===== src/rtl/leaf_out_packetizer_pkg.sv =====
// Shared packet layout for the leaf shell: field widths, credit limits and the packet builder.
package leaf_out_packetizer_pkg;

  localparam int PAYLOAD_BITS  = 32;
  localparam int NUM_LEAF_BITS = 5;
  localparam int NUM_PORT_BITS = 4;
  localparam int NUM_ADDR_BITS = 7;
  localparam int PACKET_BITS   = 1 + NUM_LEAF_BITS + NUM_PORT_BITS + NUM_ADDR_BITS + PAYLOAD_BITS;
  localparam int VLD_BIT       = PACKET_BITS - 1;
  localparam int CREDIT_MAX    = 2 ** NUM_ADDR_BITS;
  localparam int CREDIT_BITS   = NUM_ADDR_BITS + 1;

  typedef logic [PACKET_BITS-1:0] packet_t;

  function automatic packet_t pack_packet(
    input logic [NUM_LEAF_BITS-1:0] leaf,
    input logic [NUM_PORT_BITS-1:0] port,
    input logic [NUM_ADDR_BITS-1:0] addr,
    input logic [PAYLOAD_BITS-1:0]  payload
  );
    return {1'b1, leaf, port, addr, payload};
  endfunction

endpackage


===== src/rtl/leaf_out_packetizer_rr_arbiter.sv =====
// Round-robin arbiter: one-hot grant starting at the pointer; pointer moves past the winner.
module rr_arbiter #(
  parameter int N = 4
) (
  input  logic         clk,
  input  logic         reset,
  input  logic [N-1:0] req,
  input  logic         en,
  output logic [N-1:0] gnt
);

  localparam int PW = (N > 1) ? $clog2(N) : 1;

  logic [PW-1:0] ptr_q;
  logic [PW-1:0] ptr_nxt;
  logic          found;
  int            idx;

  always_comb begin
    gnt     = '0;
    ptr_nxt = ptr_q;
    found   = 1'b0;
    idx     = 0;
    for (int k = 0; k < N; k++) begin
      idx = int'(ptr_q) + k;
      if (idx >= N) idx = idx - N;
      if (en && !found && req[idx]) begin
        gnt[idx] = 1'b1;
        found    = 1'b1;
        ptr_nxt  = (idx == N - 1) ? '0 : PW'(idx + 1);
      end
    end
  end

  always_ff @(posedge clk) begin
    if (reset) ptr_q <= '0;
    else       ptr_q <= ptr_nxt;
  end

endmodule


===== src/rtl/leaf_out_packetizer.sv =====
// Output side of a leaf shell: merges user streams into one BFT packet stream with
// per-port destination table, receiver credit tracking, round-robin fairness and resend gating.
module leaf_out_packetizer
  import leaf_out_packetizer_pkg::*;
#(
  parameter int NUM_OUT_PORTS         = 5,
  parameter int FREESPACE_UPDATE_SIZE = 64
) (
  input  logic                                 clk,
  input  logic                                 reset,
  input  logic                                 resend,
  input  logic                                 cfg_vld,
  input  logic [NUM_PORT_BITS-1:0]             cfg_port,
  input  logic [NUM_LEAF_BITS-1:0]             cfg_dest_leaf,
  input  logic [NUM_PORT_BITS-1:0]             cfg_dest_port,
  input  logic                                 credit_vld,
  input  logic [NUM_PORT_BITS-1:0]             credit_port,
  input  logic [NUM_OUT_PORTS*PAYLOAD_BITS-1:0] din_user,
  input  logic [NUM_OUT_PORTS-1:0]             vld_user,
  output logic [NUM_OUT_PORTS-1:0]             ack_user,
  output logic [PACKET_BITS-1:0]               dout_bft,
  input  logic                                 dout_rdy,
  output logic                                 credit_err
);

  localparam int SUM_W = CREDIT_BITS + 2;
  localparam logic [SUM_W-1:0] FS_INC  = SUM_W'(FREESPACE_UPDATE_SIZE);
  localparam logic [SUM_W-1:0] CRD_MAX = SUM_W'(CREDIT_MAX);

  logic [NUM_LEAF_BITS-1:0] dest_leaf_q [NUM_OUT_PORTS];
  logic [NUM_PORT_BITS-1:0] dest_port_q [NUM_OUT_PORTS];
  logic [NUM_OUT_PORTS-1:0] table_valid_q;
  logic [CREDIT_BITS-1:0]   credit_q    [NUM_OUT_PORTS];
  logic [CREDIT_BITS-1:0]   credit_nxt  [NUM_OUT_PORTS];
  logic [NUM_ADDR_BITS-1:0] seq_q       [NUM_OUT_PORTS];
  logic [NUM_OUT_PORTS-1:0] overflow;
  packet_t                  out_q;
  logic                     credit_err_q;

  logic [NUM_OUT_PORTS-1:0] eligible;
  logic [NUM_OUT_PORTS-1:0] gnt;
  logic                     issue;
  logic [SUM_W-1:0]         sum;
  packet_t                  pkt_nxt;

  // Valid/ready: dout_bft is offered while its MSB is set and leaves on a cycle with
  // dout_rdy=1; a new packet may be loaded in that same cycle.
  assign issue = !resend && (!out_q[VLD_BIT] || dout_rdy);

  always_comb begin
    for (int i = 0; i < NUM_OUT_PORTS; i++)
      eligible[i] = vld_user[i] && table_valid_q[i] && (credit_q[i] != '0);
  end

  rr_arbiter #(.N(NUM_OUT_PORTS)) u_arb (
    .clk   (clk),
    .reset (reset),
    .req   (eligible),
    .en    (issue),
    .gnt   (gnt)
  );

  assign ack_user   = gnt;
  assign dout_bft   = resend ? '0 : out_q;
  assign credit_err = credit_err_q;

  always_comb begin
    pkt_nxt = '0;
    for (int i = 0; i < NUM_OUT_PORTS; i++)
      if (gnt[i])
        pkt_nxt = pack_packet(dest_leaf_q[i], dest_port_q[i], seq_q[i],
                              din_user[i*PAYLOAD_BITS +: PAYLOAD_BITS]);
  end

  // A grant and a freespace update can land on the same port in one cycle.
  always_comb begin
    sum = '0;
    for (int i = 0; i < NUM_OUT_PORTS; i++) begin
      sum = SUM_W'(credit_q[i]) - SUM_W'(gnt[i]);
      if (credit_vld && credit_port == NUM_PORT_BITS'(i)) sum = sum + FS_INC;
      overflow[i]   = (sum > CRD_MAX);
      credit_nxt[i] = overflow[i] ? CREDIT_BITS'(CREDIT_MAX) : CREDIT_BITS'(sum);
    end
  end

  always_ff @(posedge clk) begin
    if (reset) begin
      out_q         <= '0;
      credit_err_q  <= 1'b0;
      table_valid_q <= '0;
      for (int i = 0; i < NUM_OUT_PORTS; i++) begin
        dest_leaf_q[i] <= '0;
        dest_port_q[i] <= '0;
        credit_q[i]    <= CREDIT_BITS'(CREDIT_MAX);
        seq_q[i]       <= '0;
      end
    end else begin
      if (issue) out_q <= pkt_nxt;
      if (|overflow) credit_err_q <= 1'b1;
      for (int i = 0; i < NUM_OUT_PORTS; i++) begin
        credit_q[i] <= credit_nxt[i];
        if (gnt[i]) seq_q[i] <= seq_q[i] + 1'b1;
        if (cfg_vld && cfg_port == NUM_PORT_BITS'(i)) begin
          table_valid_q[i] <= 1'b1;
          dest_leaf_q[i]   <= cfg_dest_leaf;
          dest_port_q[i]   <= cfg_dest_port;
        end
      end
    end
  end

endmodule


===== config.mk =====
export PLATFORM = sky130hd
export DESIGN_NAME = leaf_out_packetizer
export DESIGN_NICKNAME = d
export VERILOG_FILES = /design/src/rtl/leaf_out_packetizer_pkg.sv /design/src/rtl/leaf_out_packetizer_rr_arbiter.sv /design/src/rtl/leaf_out_packetizer.sv
export SDC_FILE = /design/constraint.sdc
export NUM_CORES = 1
export LEC_CHECK = 0
export CORE_ASPECT_RATIO = 1.1
export CORE_MARGIN = 1.5
export CORE_UTILIZATION = 43
export DETAILED_ROUTE_END_ITERATION = 16
export HOLD_SLACK_MARGIN = 0.12
export PLACE_DENSITY = 0.74
export SLEW_MARGIN = 20
export SYNTH_ARGS = -nofsm -noshare
export SYNTH_HDL_FRONTEND = slang
export SYNTH_HIERARCHICAL = 1
export SYNTH_SLANG_ARGS = --single-unit

===== constraint.sdc =====
create_clock -name clk -period 5.7 [get_ports clk]
set_clock_uncertainty 0.2 [all_clocks]
set_input_delay 0.855 -clock clk [delete_from_list [all_inputs] [get_ports clk]]
set_output_delay 0.855 -clock clk [all_outputs]
set_load 0.03 [all_outputs]

==> impl_metrics.env, run 1 <==
export IMPL_drc=0
export IMPL_antenna_found_initial=0
export IMPL_htree_num_levels=4
export IMPL_hold_depth=2
export IMPL_worstHoldPathType="reg2reg"
export IMPL_clock_fmax_mhz=179
export IMPL_place_hpwl_microns=28300
export IMPL_syn_num_nets=1550
export IMPL_crit_chain="inv_2, buf_4, ha_1, buf_4, nor2_1, o21ai_0, o21ai_0, a2111o_1, and4_4, nor4_4, nand2_2, buf_4, o211ai_1, buf_4, buf_4"
export IMPL_yosys_warnings=6
export IMPL_grt_pass1_vias=11200
export IMPL_finalInstanceArea_sq_um=15800
export IMPL_cp_required_ns=4.64
export IMPL_reg2reg_slack_ns=0.13
export IMPL_dieArea_sq_um=27800
export IMPL_layout_commonest_cell="clkdlybuf4s50_1"
export IMPL_slew_viol_final=0
export IMPL_cts_sinks=178
export IMPL_layout_nets=1858
export IMPL_grt_max_degree=84
export IMPL_synth_edf_count=80
export IMPL_drt_iter0_drc=974
export IMPL_fin_crit_ns=5.58
export IMPL_io_buffers=242
export IMPL_num_io_pins=243
export IMPL_core_region_area_sq_um=26200
export IMPL_vias=11500
export IMPL_setup_viol=0
export IMPL_worst_pin_slew_ns=0.708
export IMPL_dieHeight_microns=175
export IMPL_worst_path_max_delay_cell="buf_4"
export IMPL_grt_pass1_wl_microns=59800
export IMPL_diodes=0
export IMPL_r2r_cells=24
export IMPL_synth_yosys_seq_area_share_pct=37.9
export IMPL_fp_dieW_microns=159
export IMPL_track_usage_pct=27.1
export IMPL_timing_final_hold_violations=0
export IMPL_cts_tree="yes"
export IMPL_powerDensity_nw_per_um2=542
export IMPL_wirelength_microns=38400
export IMPL_fin_crit_sh_pct=97.9
export IMPL_fillers=2263
export IMPL_gp_congestion=1.01
export IMPL_status="finished, final reports clean"
export IMPL_rsz0062_at_grt="true"
export IMPL_synth_cell_types=92
export IMPL_cp_arrival_ns=4.52
export IMPL_syn_area_sq_um=11500
export IMPL_slew_headroom_pct=52.8
export IMPL_clk_pin_slew_ns=0.07
export IMPL_grt_overflow=0
export IMPL_p_leak_nw=5.72
export IMPL_cap_violations=0
export IMPL_yosys_area_top_type_share_pct=20.9
export IMPL_drt_antenna_violating_nets=0
export IMPL_cp_start_kind="register"
export IMPL_synthArstFlopShare_pct=0
export IMPL_initial_utilization_pct=43.9
export IMPL_synthFlopType="dfxtp_1"
export IMPL_layout_common_cells="clkdlybuf4s50_1, nand2_1, buf_4, nor2b_1, nor2_1"
export IMPL_r2r_start="u_arb/ptr_q[1]$_SDFFE_PP0P_"
export IMPL_dpl_instance_area_sq_um=15100
export IMPL_tns_ns=0
export IMPL_synth_seq_cells=178
export IMPL_clockBufferDepth=2
export IMPL_netlist_top_cells_area="edfxtp_1, dfxtp_1, nor2b_1"
export IMPL_worst_path_max_fanout=50
export IMPL_avgSynthCellArea_sq_um=8.72
export IMPL_worstSetupPathType="reg2out"
export IMPL_synthCells=1320
export IMPL_cpMostUsedCell="buf_4"
export IMPL_ir_worst_vdd_mv=0.465
export IMPL_holdPathEnd="out_q[8]$_SDFFE_PP0P_"
export IMPL_cts_buffers=17
export IMPL_reg2reg_to="credit_q[0][21]$_SDFF_PP0_"
export IMPL_area_growth_pct=37.7
export IMPL_wl_per_cell_microns=19.2
export IMPL_critical_path_max_stage_delay_ns=0.55
export IMPL_min_from="out_q[8]$_SDFFE_PP0P_"
export IMPL_endpoint_kind="output port"
export IMPL_drtPass1Iterations=6
export IMPL_yosysTopAreaCell="edfxtp_1"
export IMPL_placementRows=62
export IMPL_clk_latency_ns=0.43
export IMPL_clock_root_buffer="clkbuf_16"
export IMPL_drive_above_1_share_pct=15.2
export IMPL_vias_per_cell=5.78
==> metrics by stage <==
stage | instances | hold WS (ns) | setup WS (ns) | power (mW) | util, %
after floorplan | 1320 | 0.223 | -0.126 | 5.19 | -
after global placement | 1959 | 0.238 | 0.0655 | 7.11 | 57.6
after detailed placement | 1959 | 0.243 | -0.0246 | 7.18 | 57.6
final | 1993 | 0.251 | 0.121 | 8.59 | 60.4
after global routing | 1993 | 0.272 | -0.111 | 9.17 | 60.4
after CTS | 1991 | 0.255 | 0.0108 | 8.43 | 60.0
==> worst max-delay path by stage <==
stage	start	to	depth (start not counted)
2_1_floorplan	credit_q[0][11]$_SDFF_PP0_	credit_err$_SDFFE_PP0P_	22
3_3_place_gp	vld_user[4]	credit_err$_SDFFE_PP0P_	24
3_5_place_dp	vld_user[1]	credit_q[0][21]$_SDFF_PP0_	23
4_1_cts	credit_q[0][11]$_SDFF_PP0_	credit_q[0][21]$_SDFF_PP0_	23
5_1_grt	credit_q[0][5]$_SDFF_PP0_	credit_q[0][21]$_SDFF_PP0_	23
6_report	u_arb/ptr_q[1]$_SDFFE_PP0P_	ack_user[3]	15
==> power by group <==
part	switching, mW	internal, mW	total [mW]
sequential	0.302	1.74	2.04
combinational	2.91	2.42	5.33
clock	0.613	0.606	1.22
==> state kept, by name (all words and copies together) (netlist names) <==
| name | cells |
|---|---|
| out_q | 49 |
| credit_q | 40 |
| seq_q | 35 |
| dest_leaf_q | 25 |
| dest_port_q | 20 |
| table_valid_q | 5 |
| u_arb/ptr_q | 3 |
| credit_err | 1 |
==> kinds of logic after synthesis <==
family                   after synthesis  share of synthesized area, %
AND/OR/NAND/NOR                      549                          24.8
adder cells (fa/ha/maj)               42                          4.63
AO/OA/AOI/OAI                        363                          22.8
flip-flops                           178                          37.9
buffers and inverters                121                          4.35
XOR/XNOR                              58                          4.64
multiplexers                           9                         0.826
==> timing repair <==
action | CTS | global route
pin swaps | 0 | 11
setup buffers | 0 | 2
hold buffers | 0 | 0
setup endpoints to repair | 1 | 38
gates resized for setup | 2 | 23
==> critical path: cells and delay by family (launching register included) <==
family	cells	cell delay, ns
DFF	1	0.36
adders and majority gates	1	0.45
and+or+nand+nor	4	0.74
AOI/OAI and AO/OA	4	1.14
buffers and inverters	6	1.40
==> synthesized netlist by cell type (9+ instances only) <==
master and count:
and2_1 17, edfxtp_1 80, or2_2 11, o311ai_0 41, nand2b_1 19, nand2_1 152, a21o_1 9, nor2b_1 108
a221oi_1 41, nor2_1 101, clkbuf_1 72, a21oi_1 94, nor3b_1 9, xor2_1 21, nand3b_1 10, ha_1 41
nor3_1 24, o211ai_1 61, nand3_1 32, nor4_1 12, and3_1 11, a211oi_1 11, o21ai_0 26, xnor2_1 35
nand4_1 9, dfxtp_1 98, inv_1 36
==> area by class of cell <==
| type | instances | area (sq um) | area share [%] |
|---|---|---|---|
| tap | 352 | 440 | 2.78 |
| multi-input combinational | 1021 | 6800 | 42.9 |
| clock inverter | 15 | 200 | 1.26 |
| sequential | 178 | 4370 | 27.6 |
| inverter | 36 | 135 | 0.853 |
| timing repair buffer | 374 | 3470 | 21.9 |
| clock buffer | 17 | 425 | 2.68 |
==> layer usage <==
| layer | GRT usage (%) | vias to the layer above | wire (microns) |
|---|---|---|---|
| met5 | 0 | - | 0 |
| met4 | 11.1 | 0 | 1240 |
| met3 | 3.96 | 75 | 2060 |
| met2 | 46.0 | 430 | 18300 |
| met1 | 34.5 | 5509 | 16700 |
| li1 | - | 5507 | - |
(Power assumes the default switching activity.)
==> run 2: changes to the inputs <==
Settings changed: CAP_MARGIN set to 30.
==> results of run 2 <==
No change in the layout: final DEF, timing and power equal those of run 1.
==> run 3: changes to the inputs <==
Settings changed: CORE_ASPECT_RATIO 1.1 to 1.4, PLACE_DENSITY 0.74 to 0.71.
Clock period 5.7 ns to 5.6 ns, I/O delays scaled along.
==> run 3 against run 2 <==
  * Largest cell class unchanged
  * Die area about the same
  * Largest power group unchanged
  * Total power increased by 2.9%
  * Critical path type is now reg2reg
  * Flip-flop and latch count unchanged
  * Clock-buffer cell count unchanged
  * Hold slack lost 0.0012 ns
  * Worst setup slack gained 0.085 ns
  * Global-route usage hardly changed
==> impl_metrics.env, run 3 (synthesized netlist as in run 1, its figures left out) <==
export IMPL_drtPass1Iterations=5
export IMPL_drt_iter0_drc=708
export IMPL_fin_crit_sh_pct=96.3
export IMPL_grt_max_degree=59
export IMPL_cts_sinks=178
export IMPL_antenna_found_initial=0
export IMPL_track_usage_pct=27.1
export IMPL_p_clk_share_pct=13.3
export IMPL_setup_viol=0
export IMPL_ir_worst_vdd_mv=0.454
export IMPL_wirelength_microns=38000
export IMPL_cts_tree="yes"
export IMPL_p_seq_share_pct=23.5
export IMPL_place_ws_ns=-0.128
export IMPL_final_instance_count_excl_fill=1989
export IMPL_vias=11500
export IMPL_reg2reg_slack_ns=0.21
export IMPL_clk_pin_slew_ns=0.07
export IMPL_gp_congestion=0.924
export IMPL_status="finished, final reports clean"
export IMPL_cts_buffers=17
export IMPL_powerDensity_nw_per_um2=552
export IMPL_p_leak_nw=5.83
export IMPL_num_io_pins=243
export IMPL_cp_arrival_ns=5.52
export IMPL_timing_final_hold_violations=0
export IMPL_top_regs="out_q: 49 flops, credit_q: 40 flops, seq_q: 35 flops"
export IMPL_cap_violations=0
export IMPL_cp_start_kind="register"
export IMPL_switchingPower_mw=3.86
export IMPL_hold_depth=2
export IMPL_clockBufferDepth=2
export IMPL_worst_pin_slew_ns=0.639
export IMPL_p_sw_share_pct=43.6
export IMPL_vias_per_cell=5.78
export IMPL_holdPathEnd="out_q[39]$_SDFFE_PP0P_"
export IMPL_fin_crit_ns=5.39
export IMPL_io_buffers=242
export IMPL_drt_antenna_violating_nets=0
export IMPL_worstHoldPathType="reg2reg"
export IMPL_regMostFlops="out_q"
export IMPL_hold_ws_ns=0.250
export IMPL_placementRows=70
export IMPL_cp_required_ns=5.73
export IMPL_p_int_mw=4.98
export IMPL_layout_nets=1882
export IMPL_clock_root_buffer="clkbuf_16"
export IMPL_largest_register_ffs=49
export IMPL_grt_overflow=0
export IMPL_place_hpwl_microns=28400
export IMPL_initial_utilization_pct=44.0
export IMPL_diodes=0
export IMPL_dp_cells=1953
export IMPL_area_growth_pct=39.2
export IMPL_dieHeight_microns=197
export IMPL_worst_path_max_fanout=6
export IMPL_r2r_cells=25
export IMPL_tns_ns=0
export IMPL_slew_viol_final=0
export IMPL_fin_ws_ns=0.206
export IMPL_grt_pass1_wl_microns=58800
export IMPL_layout_commonest_cell="clkdlybuf4s50_1"
export IMPL_wl_per_cell_microns=19.1
export IMPL_reg2reg_to="credit_err$_SDFFE_PP0P_"
export IMPL_endpoint_kind="register"
export IMPL_drc=0
export IMPL_clock_fmax_mhz=185
export IMPL_slew_headroom_pct=57.4
export IMPL_layout_common_cells="clkdlybuf4s50_1, buf_4, nand2_1, nor2b_1, nor2_1"
export IMPL_combinationalPowerShare_pct=63.2
export IMPL_drive_above_1_share_pct=16.8
export IMPL_dieArea_sq_um=27800
export IMPL_grt_pass1_vias=11500
export IMPL_core_region_area_sq_um=26200
export IMPL_worstSetupPathType="reg2reg"
export IMPL_fp_dieW_microns=141
export IMPL_clk_latency_ns=0.45
export IMPL_r2r_start="credit_q[0][6]$_SDFF_PP0_"
export IMPL_fillers=2309
export IMPL_htree_num_levels=4
export IMPL_min_from="out_q[39]$_SDFFE_PP0P_"
[run 3: layer usage]
| layer | vias up | share of wire [%] | track usage (%) |
|---|---|---|---|
| met5 | - | 0 | 0 |
| met4 | 0 | 4.6 | 14.4 |
| met3 | 85 | 6.1 | 4.76 |
| met2 | 412 | 50 | 49.9 |
| met1 | 5456 | 39 | 29.2 |
| li1 | 5540 | - | - |
[run 3: area by class of cell]
type | count | area, sq um | area share (%)
clock inverter | 15 | 150 | 0.937
timing repair buffer | 398 | 3670 | 22.9
multi-input combinational | 1021 | 6860 | 42.8
clock buffer | 17 | 425 | 2.66
tap | 324 | 405 | 2.53
sequential | 178 | 4370 | 27.3
inverter | 36 | 138 | 0.859
[run 3: worst max-delay path by stage]
| stage | from | end | cells past startpoint |
|---|---|---|---|
| finish | credit_q[0][6]$_SDFF_PP0_ | credit_err$_SDFFE_PP0P_ | 25 |
| floorplan | credit_q[0][13]$_SDFF_PP0_ | credit_err$_SDFFE_PP0P_ | 22 |
| global placement | vld_user[1] | credit_err$_SDFFE_PP0P_ | 21 |
| CTS | credit_q[0][5]$_SDFF_PP0_ | credit_q[0][23]$_SDFF_PP1_ | 19 |
| global route | credit_q[0][6]$_SDFF_PP0_ | credit_err$_SDFFE_PP0P_ | 23 |
| detailed placement | vld_user[0] | credit_q[0][23]$_SDFF_PP1_ | 18 |
[run 3: what timing repair did]
action / CTS / global route
endpoints found under the setup margin: 1 / 46
hold buffers: 0 / 0
setup buffers: 0 / 4
gates resized for setup: 1 / 18
pin swaps: 0 / 9
[run 3: metrics by stage]
stage / utilization (%) / area [sq um] / total power, mW
6_report: 61.2 / 16000 / 8.84
2_1_floorplan: - / 11600 / 5.36
5_1_grt: 61.2 / 16000 / 9.44
3_3_place_gp: 58.5 / 15300 / 7.46
3_5_place_dp: 58.5 / 15300 / 7.52
4_1_cts: 60.8 / 15900 / 8.74
[run 3: critical path, cell delays in order, from the launching register on]
cell	delay (ns)
dfxtp_1	0.35
nor4_4	0.35
nand2_1	0.14
o311a_1	0.39
nor2b_1	0.15
a221o_1	0.30
a32o_2	0.27
o211ai_4	0.18
buf_4	0.17
nand4_1	0.10
nor3_1	0.31
a211oi_1	0.11
buf_4	0.16
o41ai_4	0.06
ha_2	0.25
buf_4	0.12
ha_4	0.13
inv_2	0.05
o21a_1	0.17
or2_2	0.30
ha_2	0.18
nand3_1	0.06
mux2i_1	0.08
or4_1	0.49
a21oi_2	0.12
a31oi_1	0.09
[run 3: power groups by stage]
stage / Combinational [mW] / Clock [mW] / Sequential, mW
4_1_cts: 5.47 / 1.20 / 2.07
6_report: 5.58 / 1.18 / 2.08
3_3_place_gp: 5.38 / 0 / 2.08
5_1_grt: 6.07 / 1.24 / 2.12
3_5_place_dp: 5.43 / 0 / 2.09
2_1_floorplan: 3.33 / 0 / 2.02
